`config.mk`:
```
export PLATFORM = sky130hd
export DESIGN_NAME = enemy_hit_tracker_flat
export DESIGN_NICKNAME = d
export VERILOG_FILES = /design/src/rtl/enemy_hit_tracker_if.sv /design/src/rtl/enemy_hit_tracker.sv /design/src/flat_wrapper.sv
export SDC_FILE = /design/constraint.sdc
export NUM_CORES = 1
export LEC_CHECK = 0
export ABC_AREA = 1
export BUFFER_PORTS_ARGS = -buffer_cell sky130_fd_sc_hd__buf_2
export CORE_MARGIN = 4
export CORE_UTILIZATION = 40
export DETAILED_ROUTE_END_ITERATION = 6
export SLEW_MARGIN = 25
export SYNTH_ARGS = -nofsm -noshare
export SYNTH_HDL_FRONTEND = slang
export SYNTH_SLANG_ARGS = --single-unit
```
`constraint.sdc`:
```
create_clock -name clk -period 1.7 [get_ports clk]
set_input_delay 0.17 -clock clk [delete_from_list [all_inputs] [get_ports clk]]
set_output_delay 0.17 -clock clk [all_outputs]
set_load 0.03 [all_outputs]
```
`src/rtl/enemy_hit_tracker_if.sv`:
```
// Draw-request / strobe bundle between the enemy stock manager side and the
// hit tracker. The master drives pixel requests and frame control, the slave
// (the tracker) returns collision strobes and game status.
interface enemy_hit_tracker_if #(
   parameter int AMOUNT_OF_ENEMIES = 2
);
   logic                         startOfFrame;
   logic                         pause;
   logic                         enemyDrawReq;
   logic                         headsUpDrawReq;
   logic [3:0]                   drawingRequestorId;
   logic                         bulletDrawReq;
   logic [2:0]                   shotCollision;
   logic                         dodgeBullet;
   logic                         bulletConsumed;
   logic [AMOUNT_OF_ENEMIES-1:0] aliveMask;
   logic [15:0]                  score;
   logic [3:0]                   levelNum;
   logic                         newLevel;

   modport master (
      output startOfFrame, pause, enemyDrawReq, headsUpDrawReq,
             drawingRequestorId, bulletDrawReq,
      input  shotCollision, dodgeBullet, bulletConsumed, aliveMask,
             score, levelNum, newLevel
   );

   modport slave (
      input  startOfFrame, pause, enemyDrawReq, headsUpDrawReq,
             drawingRequestorId, bulletDrawReq,
      output shotCollision, dodgeBullet, bulletConsumed, aliveMask,
             score, levelNum, newLevel
   );
endinterface

```
`src/rtl/enemy_hit_tracker.sv`:
```
// Enemy hit tracker: turns bullet/enemy pixel overlap into hit and dodge
// strobes (Mealy, so the stock manager can route them by its current id),
// and keeps per-enemy health, the alive mask, the score and the level FSM.
module enemy_hit_tracker #(
   parameter int AMOUNT_OF_ENEMIES  = 2,
   parameter int ENEMY_HITS         = 3,
   parameter int SCORE_PER_KILL     = 10,
   parameter int CLEAR_DELAY_FRAMES = 60
) (
   input  logic               clk,
   input  logic               reset,
   enemy_hit_tracker_if.slave bus
);
   localparam int N  = AMOUNT_OF_ENEMIES;
   localparam int HW = $clog2(ENEMY_HITS + 1);
   localparam int CW = (CLEAR_DELAY_FRAMES > 1) ? $clog2(CLEAR_DELAY_FRAMES) : 1;
   localparam logic [HW-1:0] FULL_HEALTH = HW'(ENEMY_HITS);
   localparam logic [CW-1:0] LAST_FRAME  = CW'(CLEAR_DELAY_FRAMES - 1);

   typedef enum logic [1:0] {PLAY = 2'd0, CLEARED = 2'd1, NEWLVL = 2'd2} levelStateT;

   levelStateT    state, nextState;
   logic [HW-1:0] health [N];
   logic [N-1:0]  aliveMask, hitFlag, dodgeFlag, selOneHot;
   logic [15:0]   score;
   logic [3:0]    levelNum;
   logic [CW-1:0] frameCnt;
   logic          bulletConsumed, newLevel;
   logic          selValid, selAlive, selHitFlag, selDodgeFlag;
   logic [HW-1:0] selHealth;
   logic          armed, hitCond, dodgeCond, killCond;

   function automatic logic [15:0] satAddScore(input logic [15:0] s);
      logic [16:0] sum;
      sum = {1'b0, s} + 17'(SCORE_PER_KILL);
      return sum[16] ? 16'hFFFF : sum[15:0];
   endfunction

   function automatic logic [3:0] satIncLevel(input logic [3:0] l);
      return (l == 4'hF) ? l : l + 4'd1;
   endfunction

   // Pick the requesting enemy's state; an out-of-range id matches nothing.
   // A startOfFrame cycle already belongs to the new frame, so the flags read as clear.
   always_comb begin
      selValid     = 1'b0;
      selAlive     = 1'b0;
      selHitFlag   = 1'b0;
      selDodgeFlag = 1'b0;
      selHealth    = '0;
      selOneHot    = '0;
      for (int i = 0; i < N; i++) begin
         if (bus.drawingRequestorId == 4'(i)) begin
            selValid     = 1'b1;
            selOneHot[i] = 1'b1;
            selAlive     = aliveMask[i];
            selHitFlag   = hitFlag[i] & ~bus.startOfFrame;
            selDodgeFlag = dodgeFlag[i] & ~bus.startOfFrame;
            selHealth    = health[i];
         end
      end
   end

   // Same-cycle hit / kill / dodge conditions for the pixel being drawn.
   always_comb begin
      armed     = (state == PLAY) & ~bus.pause & bus.bulletDrawReq & selValid & selAlive;
      hitCond   = armed & bus.enemyDrawReq & ~selHitFlag;
      dodgeCond = armed & bus.headsUpDrawReq & ~selDodgeFlag;
      killCond  = hitCond & (selHealth == HW'(1));
   end

   assign bus.shotCollision  = {1'b0, killCond, hitCond};
   assign bus.dodgeBullet    = dodgeCond;
   assign bus.bulletConsumed = bulletConsumed;
   assign bus.aliveMask      = aliveMask;
   assign bus.score          = score;
   assign bus.levelNum       = levelNum;
   assign bus.newLevel       = newLevel;

   // Level FSM state register.
   always_ff @(posedge clk) begin
      if (reset) state <= PLAY;
      else       state <= nextState;
   end

   // Level FSM transitions: wipe-out -> delay in CLEARED -> one NEWLVL cycle.
   always_comb begin
      nextState = state;
      case (state)
         PLAY:    if (aliveMask == '0) nextState = CLEARED;
         CLEARED: if (bus.startOfFrame && !bus.pause && frameCnt == LAST_FRAME) nextState = NEWLVL;
         NEWLVL:  nextState = PLAY;
         default: nextState = PLAY;
      endcase
   end

   // Level FSM outputs.
   always_comb begin
      newLevel = (state == NEWLVL);
   end

   // Frames spent in CLEARED; held at zero while playing so CLEARED starts from 0.
   always_ff @(posedge clk) begin
      if (reset || state == PLAY)
         frameCnt <= '0;
      else if (state == CLEARED && bus.startOfFrame && !bus.pause)
         frameCnt <= frameCnt + CW'(1);
   end

   // Per-enemy health, alive mask, per-frame flags, score and level number.
   always_ff @(posedge clk) begin
      if (reset) begin
         for (int i = 0; i < N; i++) health[i] <= FULL_HEALTH;
         aliveMask      <= '1;
         hitFlag        <= '0;
         dodgeFlag      <= '0;
         score          <= 16'd0;
         levelNum       <= 4'd0;
         bulletConsumed <= 1'b0;
      end else begin
         bulletConsumed <= hitCond;
         if (newLevel) begin
            for (int i = 0; i < N; i++) health[i] <= FULL_HEALTH;
            aliveMask <= '1;
            hitFlag   <= '0;
            dodgeFlag <= '0;
            levelNum  <= satIncLevel(levelNum);
         end else begin
            hitFlag   <= (bus.startOfFrame ? '0 : hitFlag)   | (hitCond   ? selOneHot : '0);
            dodgeFlag <= (bus.startOfFrame ? '0 : dodgeFlag) | (dodgeCond ? selOneHot : '0);
            for (int i = 0; i < N; i++)
               if (hitCond && selOneHot[i]) health[i] <= health[i] - HW'(1);
            if (killCond) begin
               aliveMask <= aliveMask & ~selOneHot;
               score     <= satAddScore(score);
            end
         end
      end
   end
endmodule

```
`src/flat_wrapper.sv`:
```
// flat-port wrapper written by rule: the top's interface ports become plain ports
module enemy_hit_tracker_flat 
#(
   parameter int AMOUNT_OF_ENEMIES  = 2,
   parameter int ENEMY_HITS         = 3,
   parameter int SCORE_PER_KILL     = 10,
   parameter int CLEAR_DELAY_FRAMES = 60
)
  (clk, reset, bus_startOfFrame, bus_pause, bus_enemyDrawReq, bus_headsUpDrawReq, bus_drawingRequestorId, bus_bulletDrawReq, bus_shotCollision, bus_dodgeBullet, bus_bulletConsumed, bus_aliveMask, bus_score, bus_levelNum, bus_newLevel);
  enemy_hit_tracker_if #(.AMOUNT_OF_ENEMIES(AMOUNT_OF_ENEMIES)) bus_i ();
  input  logic clk;
  input  logic reset;
  input wire logic [$bits(bus_i.startOfFrame)-1:0] bus_startOfFrame;
  input wire logic [$bits(bus_i.pause)-1:0] bus_pause;
  input wire logic [$bits(bus_i.enemyDrawReq)-1:0] bus_enemyDrawReq;
  input wire logic [$bits(bus_i.headsUpDrawReq)-1:0] bus_headsUpDrawReq;
  input wire logic [$bits(bus_i.drawingRequestorId)-1:0] bus_drawingRequestorId;
  input wire logic [$bits(bus_i.bulletDrawReq)-1:0] bus_bulletDrawReq;
  output wire logic [$bits(bus_i.shotCollision)-1:0] bus_shotCollision;
  output wire logic [$bits(bus_i.dodgeBullet)-1:0] bus_dodgeBullet;
  output wire logic [$bits(bus_i.bulletConsumed)-1:0] bus_bulletConsumed;
  output wire logic [$bits(bus_i.aliveMask)-1:0] bus_aliveMask;
  output wire logic [$bits(bus_i.score)-1:0] bus_score;
  output wire logic [$bits(bus_i.levelNum)-1:0] bus_levelNum;
  output wire logic [$bits(bus_i.newLevel)-1:0] bus_newLevel;
  assign bus_i.startOfFrame = bus_startOfFrame;
  assign bus_i.pause = bus_pause;
  assign bus_i.enemyDrawReq = bus_enemyDrawReq;
  assign bus_i.headsUpDrawReq = bus_headsUpDrawReq;
  assign bus_i.drawingRequestorId = bus_drawingRequestorId;
  assign bus_i.bulletDrawReq = bus_bulletDrawReq;
  assign bus_shotCollision = bus_i.shotCollision;
  assign bus_dodgeBullet = bus_i.dodgeBullet;
  assign bus_bulletConsumed = bus_i.bulletConsumed;
  assign bus_aliveMask = bus_i.aliveMask;
  assign bus_score = bus_i.score;
  assign bus_levelNum = bus_i.levelNum;
  assign bus_newLevel = bus_i.newLevel;
  enemy_hit_tracker #(.AMOUNT_OF_ENEMIES(AMOUNT_OF_ENEMIES), .ENEMY_HITS(ENEMY_HITS), .SCORE_PER_KILL(SCORE_PER_KILL), .CLEAR_DELAY_FRAMES(CLEAR_DELAY_FRAMES)) u_core (.clk(clk), .reset(reset), .bus(bus_i));
endmodule
```
Yosys cells after proc, flatten, opt, wreduce, memory -nomap -nowiden

Memories as Yosys holds them, arrays and structs flattened.
Cells that the tools add are included.
Widths: inputs -> output; s select.

Input port bits: 11
Logic and storage cells: 100
Flip-flop bits (word level): 35
Bits in latches: 0
Output and inout port bits: 28
Bits in read-only memories: 0
Memories: 1
Bits in writable memories: 4

Muxes and demuxes: 36
Reduce and logical (&&, ||, !) cells: 15
Add/sub/neg operators: 5
Divide/modulo/power cells: 0
Multipliers: 0
Bitwise operators: 27
Shift-type cells: 0
Eq/ne operators: 8
Magnitude comparators: 0

Memories:

| memory        | depth | bits a word | rd ports | clocked after memory_dff | wr ports | line                    | text |
|---|---|---|---|---|---|---|---|
| u_core.health | 2     | 2           | 2        | 0                        | 2        | enemy_hit_tracker.sv:23 | `logic [HW-1:0] health [N];` |

Operator list:

| kind                  | number |
|---|---|
| $mux 2                | 12 |
| $mux 1                | 22 |
| $add 16x4->17 const B | 1 |
| $mux 16               | 1 |
| $and 1x1->1           | 13 |
| $add 6x1->6 const B   | 1 |
| $eq 6x6->1 const B    | 1 |
| $logic_and 1x1->1     | 6 |
| $not 1->1             | 6 |
| $reduce_and 2->1      | 3 |
| $add 4x1->4 const B   | 1 |
| $eq 2x1->1 const B    | 2 |
| $eq 4x1->1 const B    | 1 |
| $eq 4x4->1 const B    | 1 |
| $logic_not 2->1       | 2 |
| $logic_not 4->1       | 1 |
| $or 1x1->1            | 4 |
| $or 2x2->2            | 2 |
| $pmux 2 s2            | 1 |
| $sub 2x1->2 const B   | 2 |
| $and 2x2->2           | 1 |
| $eq 2x2->1 const B    | 1 |
| $ne 2x1->1 const B    | 1 |
| $ne 2x2->1 const B    | 1 |
| 4 further kinds       | 4 |

Depth between registers and ports, before layout

Gate-level depths: netlist of the first run.

Word-level depth: 13
Gate-level depth with buffers: 11
Gate-level depth less buffers: 10

Least setup slack after synthesis of the first run

No wires, ideal clock.

Path type: reg-to-output
Start point: register u_core.aliveMask[0] (netlist: u_core.bus.aliveMask[0])
End point: output bus_dodgeBullet
Path buffers: 0
Path slack: -0.247 ns
Arrival time: 1.777 ns
Stages on the path, launching flop included: 5
Data required time: 1.530 ns
Cell sequence: dfxtp_1 > nand3_1 > nand2_1 > nand2_2 > nor4_1

Word-level cells in the longest chain between the ends: 5

Ends and longest elaborated chain:

| what                      | line                     | text |
|---|---|---|
| start: declaration        | enemy_hit_tracker.sv:24  | `logic [N-1:0] aliveMask, hitFlag, dodgeFlag, selOneHot;` |
| start signal: assignment  | enemy_hit_tracker.sv:134 | `aliveMask <= aliveMask & ~selOneHot;` |
| $mux 1 (2 in series)      | enemy_hit_tracker.sv:53  | `if (bus.drawingRequestorId == 4'(i)) begin` |
| $and 1x1->1               | enemy_hit_tracker.sv:66  | `armed = (state == PLAY) & ~bus.pause & bus.bulletDrawReq & selValid & selAlive;` |
| $and 1x1->1 (2 in series) | enemy_hit_tracker.sv:68  | `dodgeCond = armed & bus.headsUpDrawReq & ~selDodgeFlag;` |
| end: declaration          | flat_wrapper.sv:20       | `output wire logic [$bits(bus_i.dodgeBullet)-1:0] bus_dodgeBullet;` |

No other way between the ends.

Final worst setup path of the first run

Start point: register u_core.state[1]
End point: output bus_dodgeBullet

Word-level cells in the longest chain between the ends: 7

Ends and longest elaborated chain:

| what                      | line                    | text |
|---|---|---|
| start: declaration        | enemy_hit_tracker.sv:22 | `levelStateT state, nextState;` |
| start signal: assignment  | enemy_hit_tracker.sv:83 | `else state <= nextState;` |
| $logic_not 2->1           | enemy_hit_tracker.sv:66 |  |
| $and 1x1->1 (4 in series) | enemy_hit_tracker.sv:66 |  |
| $and 1x1->1 (2 in series) | enemy_hit_tracker.sv:68 |  |

No other way between the ends.

==> results of run 1 <==
report_power, final:
part	internal [mW]	switching, mW	total [mW]
logic	0.0241	0.0566	0.0807
clock network	0.332	0.325	0.657
registers	0.927	0.000399	0.928
total	1.28	0.382	1.67
state kept, by name, summed over array words and instances (netlist names):
| signal | count |
|---|---|
| u_core.bus.aliveMask | 2 |
| u_core.frameCnt | 6 |
| u_core.bus.levelNum | 4 |
| u_core.health | 4 |
| u_core.state | 2 |
| u_core.bus.score | 16 |
| u_core.hitFlag | 2 |
| u_core.bus.bulletConsumed | 1 |
| u_core.dodgeFlag | 2 |
cells by family (layout without fill, tap and decap cells):
logic type,Yosys count,in the layout,synth area share
AOI/OAI and AO/OA,36,36,0.0960
xor gates and xnor gates,8,8,0.0313
adders and majority gates,3,3,0.0168
buffers and inverters,48,99,0.0955
DFF,39,39,0.366
other,1,1,0.00167
and+or+nand+nor,186,186,0.393
worst register-to-register path, delay by kind of cell (launching register included):
kind                     cells  cell delay (ps)
AND/OR/NAND/NOR              4              390
AO/OA/AOI/OAI                2              420
flip-flops                   1              360
adder cells (fa/ha/maj)      1              250
final cells by class:
cell class	instances	share of cell area
clock buffer	7	0.0321
clock inverter	1	0.00326
inverter	40	0.0559
multi-input combinational	234	0.457
sequential	39	0.307
tap	70	0.0326
timing repair buffer	51	0.112
timing repair:
item | 4_1_cts | 5_1_grt
cloned | 0 | 0
setup buffers | 2 | 0
setup endpoints to repair | 3 | 17
gates resized for setup | 3 | 10
pin swaps | 1 | 1
per-stage QoR:
step | instance area [µm²] | hold WS [ps] | utilization | worst slack (ps) | power [mW]
4_1_cts | 2660 | 117 | 0.505 | 32.2 | 1.69
2_1_floorplan | 2250 | 288 | - | 51.3 | 1.00
3_5_place_dp | 2550 | 434 | 0.483 | 139 | 1.03
5_1_grt | 2690 | 125 | 0.510 | 6.69 | 1.74
6_report | 2690 | 130 | 0.510 | 126 | 1.67
3_3_place_gp | 2550 | 431 | 0.483 | 179 | 1.03
Yosys cell counts (3+ instances only):
library cell  count
a21oi_2           9
nand3_1          28
ha_1              3
xor2_1            8
inv_1            38
dfxtp_1          35
a21oi_1          14
buf_4             3
buf_6             3
nand4_1           4
nor2_1           39
nor2_4            3
nor3_1            5
nand2_1          78
nor2_2            4
o21ai_0          10
edfxtp_1          4
nand2_2          12
worst max-delay path by stage:
stage | from | end | slack (ps)
3_3_place_gp | u_core.bus.score[8] | u_core.bus.score[14] | 180
5_1_grt | u_core.state[1] | bus_dodgeBullet | 7
4_1_cts | u_core.state[0] | bus_shotCollision[0] | 30
6_report | u_core.state[1] | bus_dodgeBullet | 130
2_1_floorplan | u_core.bus.score[1] | u_core.bus.score[9] | 50
3_5_place_dp | u_core.state[0] | u_core.health[0][0] | 140
routing by layer:
layer | vias to the layer above | share of wire | GRT usage
li1 | 1115 | - | -
met1 | 940 | 0.49 | 0.195
met2 | 30 | 0.47 | 0.259
met3 | 4 | 0.037 | 0.0495
met4 | 0 | 0.011 | 0.0446
met5 | - | 0 | 0
==> impl_metrics.tcl, run 1 <==
set metrics [dict create \
    routedWlPerCell_um 11.6 \
    cts-root-buf "clkbuf_8" \
    r2r_end "u_core.bus.score[11]" \
    hold-path-cell-count 2 \
    async_flop_share 0 \
    coreArea_um2 5270 \
    cpLargestDelayFamily "simple AND/OR/NAND/NOR gates" \
    cts_max_level 2 \
    synth.avg_cell_area_um2 6.98 \
    multiInputGateArea_um2 1230 \
    leakage_nw 1.15 \
    vias 2089 \
    routed_via_density 4.73 \
    cp_max_fo 4 \
    rsz0062_at_grt "false" \
    grt.total_usage 0.156 \
    start_util 0.425 \
    synth.top_cell.area_share 0.313 \
    routed_wl_um 5150 \
    grt_pass1_wl_um 9040 \
    ys.flop_type "dfxtp_1" \
    hold_path_end "u_core.state[0]" \
    critical_path_required_ps 1530 \
    dp_cells 432 \
    ant_nets 0 \
    timing.critical_path.slowest_cell_delay_ps 350 \
    clk_pin_slew_worst_paths_ps 70 \
    die_h_um 82.9 \
    die_w_um 82.9 \
    setup_viol 0 \
    yosys.area.top_type "dfxtp_1" \
    ys_warn_count 0 \
    grt_pass1_vias 2078 \
    synth_nets 335 \
    hold_viol_final 0 \
    syn2layout_area_growth_pct 19.9 \
    final_nets 385 \
    globalplace.congestion 0.850 \
    reg2reg_from "u_core.bus.score[1]" \
    cp_num_cells 6 \
    post-dp-hpwl_um 3920 \
    antenna_found_initial 0 \
    drt_iter0_drc 131 \
    worstPathArrival_ps 1400 \
    route.detailed.drc 0 \
    yosysUniqueCellTypes 32 \
    fp.dieArea_um2 6860 \
    hold_path_class "primary input to flip-flop" \
    hold_buffers 0 \
    cts-buffers-inserted 5 \
    final_layout_size_suffix_gt1_frac 0.272 \
    port_buffers 37 \
    outcome "finished, final reports clean" \
    synth_edf_count 4 \
    synth_area_um2 2240 \
    seq_area_um2 826 \
    pin_count 39 \
    cts_sinks 39 \
    cts.path.max_buffers 2 \
    synth_seq_area_share 0.366 \
    slew_violations 0 \
    fin_crit_ps 1570 \
    syn_inst 321 \
    worstSetupEndpointType "primary output" \
    powerDensity_nw_per_um2 620 \
    timing.final.crit_share 0.926 \
    fin_setup_tns_ps 0 \
    clock_skew_ps 9.54 \
    critPathKind "flip-flop to primary output" \
    max_freq_mhz 635 \
    num-fill-cells 561 \
    layout.cells.non_filler 442 \
    grt_max_degree 19 \
    clock_latency_ps 290 \
    synth.area.top_cells "dfxtp_1, nand2_1, nor2_1" \
    r2r_slack_ps 150 \
    antennaDiodeCount 0 \
    cp_slowest_cell "dfxtp_2" \
    final_cell_mix "nand2_1, inv_1, nor2_1" \
    ys_seq_elements 39 \
    worstSetupStartpointType "flip-flop" \
    final_common_cell "nand2_1" \
    grt.overflow.total 0 \
    critPathBufInv 2 \
    core.rowCount 26 \
    drv_cap 0 \
    cts_tree "built" \
    reg2reg_depth 7 \
    holdCritStartpoint "reset" \
    first_pass_iters 4 \
    cp_cell_sequence "nor2_4 -> nand3_2 -> inv_1 -> nand2_2 -> nor4_2 -> buf_4" \
    peakVddDrop_v 0.000383 \
]
Note: power is estimated with default switching activity, not from simulation.
==> run 2, diff against run 1 <==
- ABC_AREA: 1 -> default
==> run 2 against run 1 <==
The run now ends with setup timing left. Utilization increased by 7.9 points. Worst hold slack better by 40 ps. Synthesized cell count decreased by 36%. Critical path depth down 1. Total power shrank 2.9%. Largest power group unchanged.
==> impl_metrics.tcl, run 2 <==
set metrics [dict create \
    outcome "finished with violations" \
    violations "setup timing" \
    fp.dieArea_um2 5990 \
    syn_inst 206 \
    seq_area_um2 832 \
    netSwitchingFraction 0.232 \
    powerDensity_nw_per_um2 610 \
    route.detailed.drc 0 \
    synth_seq_area_share 0.426 \
    clk_pin_slew_worst_paths_ps 80 \
    worstPathArrival_ps 1640 \
    routed_via_density 5.39 \
    antenna_found_initial 0 \
    fin_setup_tns_ps -1150 \
    cts_tree "built" \
    ys.flop_type "dfxtp_1" \
    synth.area.top_cells "dfxtp_1, edfxtp_1, nor2_1" \
    ys_warn_count 0 \
    num-fill-cells 414 \
    ys_seq_elements 39 \
    setup_viol 20 \
    hold_buffers 0 \
    crit_start "u_core.health[0][3]" \
    grt_pass1_vias 1707 \
    grt_max_degree 22 \
    clock_skew_ps 4.11 \
    cts.path.max_buffers 2 \
    reg_top3 "u_core.bus.score: 16 flops, u_core.frameCnt: 6 flops" \
    start_util 0.428 \
    yosys.area.top_type "dfxtp_1" \
    final_nets 292 \
    cp_max_fo 3 \
    worstSetupEndpointType "primary output" \
    intPower_mw 1.24 \
    final_common_cell "buf_2" \
    synth_area_um2 1930 \
    yosysMostFrequentCell "dfxtp_1" \
    grt.total_usage 0.160 \
    rsz0062_at_grt "true" \
    core.rowCount 24 \
    hold_slack_ps 170 \
    die_h_um 77.4 \
    vias 1784 \
    die_w_um 77.4 \
    hold_path_class "primary input to flip-flop" \
    synth_edf_count 4 \
    clkPwrFrac 0.382 \
    drv_cap 0 \
    switching_power_mw 0.376 \
    drt_iter0_drc 115 \
    synth.top_cell.area_share 0.364 \
    ant_nets 0 \
    fin_crit_ps 1810 \
    final_layout_size_suffix_gt1_frac 0.448 \
    post-dp-hpwl_um 3250 \
    antennaDiodeCount 0 \
    cts_max_level 2 \
    synth.avg_cell_area_um2 9.35 \
    reg2reg_from "u_core.state[1]" \
    port_buffers 37 \
    synth_nets 220 \
    pin_count 39 \
    first_pass_iters 4 \
    clock_latency_ps 290 \
    worstSetupStartpointType "flip-flop" \
    largest_reg_flops 16 \
    leakage_nw 1.04 \
    yosysUniqueCellTypes 52 \
    fin_util 0.589 \
    grt.overflow.total 0 \
    async_flop_share 0 \
    holdCritStartpoint "reset" \
    cts-root-buf "clkbuf_8" \
    max_freq_mhz 552 \
    critPathKind "flip-flop to primary output" \
    critical_path_required_ps 1530 \
    combPwrFrac 0.045 \
    coreArea_um2 4500 \
    cts-buffers-inserted 5 \
    timing.final.crit_share 1.07 \
    pre_cts_slack_ps -216 \
    peakVddDrop_v 0.000469 \
    cts_sinks 39 \
    yosys-top-cells-count "dfxtp_1, nor2_1, a21oi_1, nor3_1, nand2_1" \
    slew_violations 0 \
    syn2layout_area_growth_pct 37.7 \
    hold_viol_final 0 \
    grt_pass1_wl_um 7850 \
    routedWlPerCell_um 13.6 \
    routed_wl_um 4520 \
    final_cell_mix "buf_2, buf_4, dfxtp_1" \
    multiInputGateArea_um2 1120 \
    globalplace.congestion 0.789 \
    worst_slack_ps -112 \
    seqPwrFrac 0.573 \
    regMostFlops "u_core.bus.score" \
]
-- run 2: cell count changes in the layout (fill, tap and decap cells not counted), moves of 5 or more --
cell	before	now
buf_4	16	30
dfxtp_1	31	26
nor2_2	5	0
inv_1	38	2
nor2_1	37	20
nand2_2	12	1
a21oi_2	9	4
nand2_1	78	11
nand3_1	27	5
buf_6	1	9
dfxtp_2	4	9
nor2b_1	0	5
-- run 2: what timing repair did --
| action | in CTS | in global routing |
|---|---|---|
| setup buffers | 7 | 1 |
| hold endpoints to repair | 0 | 0 |
| pin swaps | 13 | 10 |
| resized for setup | 23 | 13 |
| endpoints found under the setup margin | 26 | 28 |
-- run 2: worst paths after layout --
kind	to	slack [ps]	cells after the start
hold / removal	u_core.state[0]	170	2
setup / recovery	bus_shotCollision[1]	-110	5
hold reg to reg	u_core.bus.score[14]	470	1
setup reg to reg	u_core.health[0][1]	-100	7
-- run 2: logic make-up after synthesis --
family,synth area share
DFF,0.426
muxes,0.0214
xor gates and xnor gates,0.0364
buffers and inverters,0.0474
AOI/OAI and AO/OA,0.183
other,0.00195
and+or+nand+nor,0.264
adders and majority gates,0.0195
-- run 2: cell type report --
| type | count | share of cell area |
|---|---|---|
| clock buffer | 5 | 0.0259 |
| clock inverter | 3 | 0.00755 |
| inverter | 3 | 0.00708 |
| multi-input combinational | 154 | 0.423 |
| sequential | 39 | 0.314 |
| tap | 52 | 0.0245 |
| timing repair buffer | 75 | 0.199 |
-- run 2: per-stage QoR --
stage	cells	total power, mW	instance area [µm²]
final	331	1.62	2650
after global routing	331	1.69	2650
after CTS	330	1.65	2580
after detailed placement	315	1.01	2360
after global placement	315	1.01	2360
after floorplan	206	0.986	1960
-- run 2: metal layers --
metal  wire (µm)  vias to the layer above  track usage
li1            -                      912            -
met1        2130                      835        0.211
met2        2120                       33        0.261
met3         216                        4       0.0428
met4          51                        0       0.0427
met5           0                        -            0
-- run 2: power by group through the flow --
| stage | clock [mW] | combinational, mW | sequential (mW) |
|---|---|---|---|
| 5_1_grt | 0.688 | 0.0780 | 0.927 |
| 3_5_place_dp | 0 | 0.0649 | 0.948 |
| 4_1_cts | 0.651 | 0.0692 | 0.927 |
| 3_3_place_gp | 0 | 0.0650 | 0.948 |
| 2_1_floorplan | 0 | 0.0378 | 0.949 |
| 6_report | 0.618 | 0.0727 | 0.927 |
-- run 2: critical path, stage by stage (launching register included) --
cell	delay, ps
edfxtp_1	380
nor2b_1	180
a31oi_1	120
or3_4	450
inv_8	90
buf_6	120
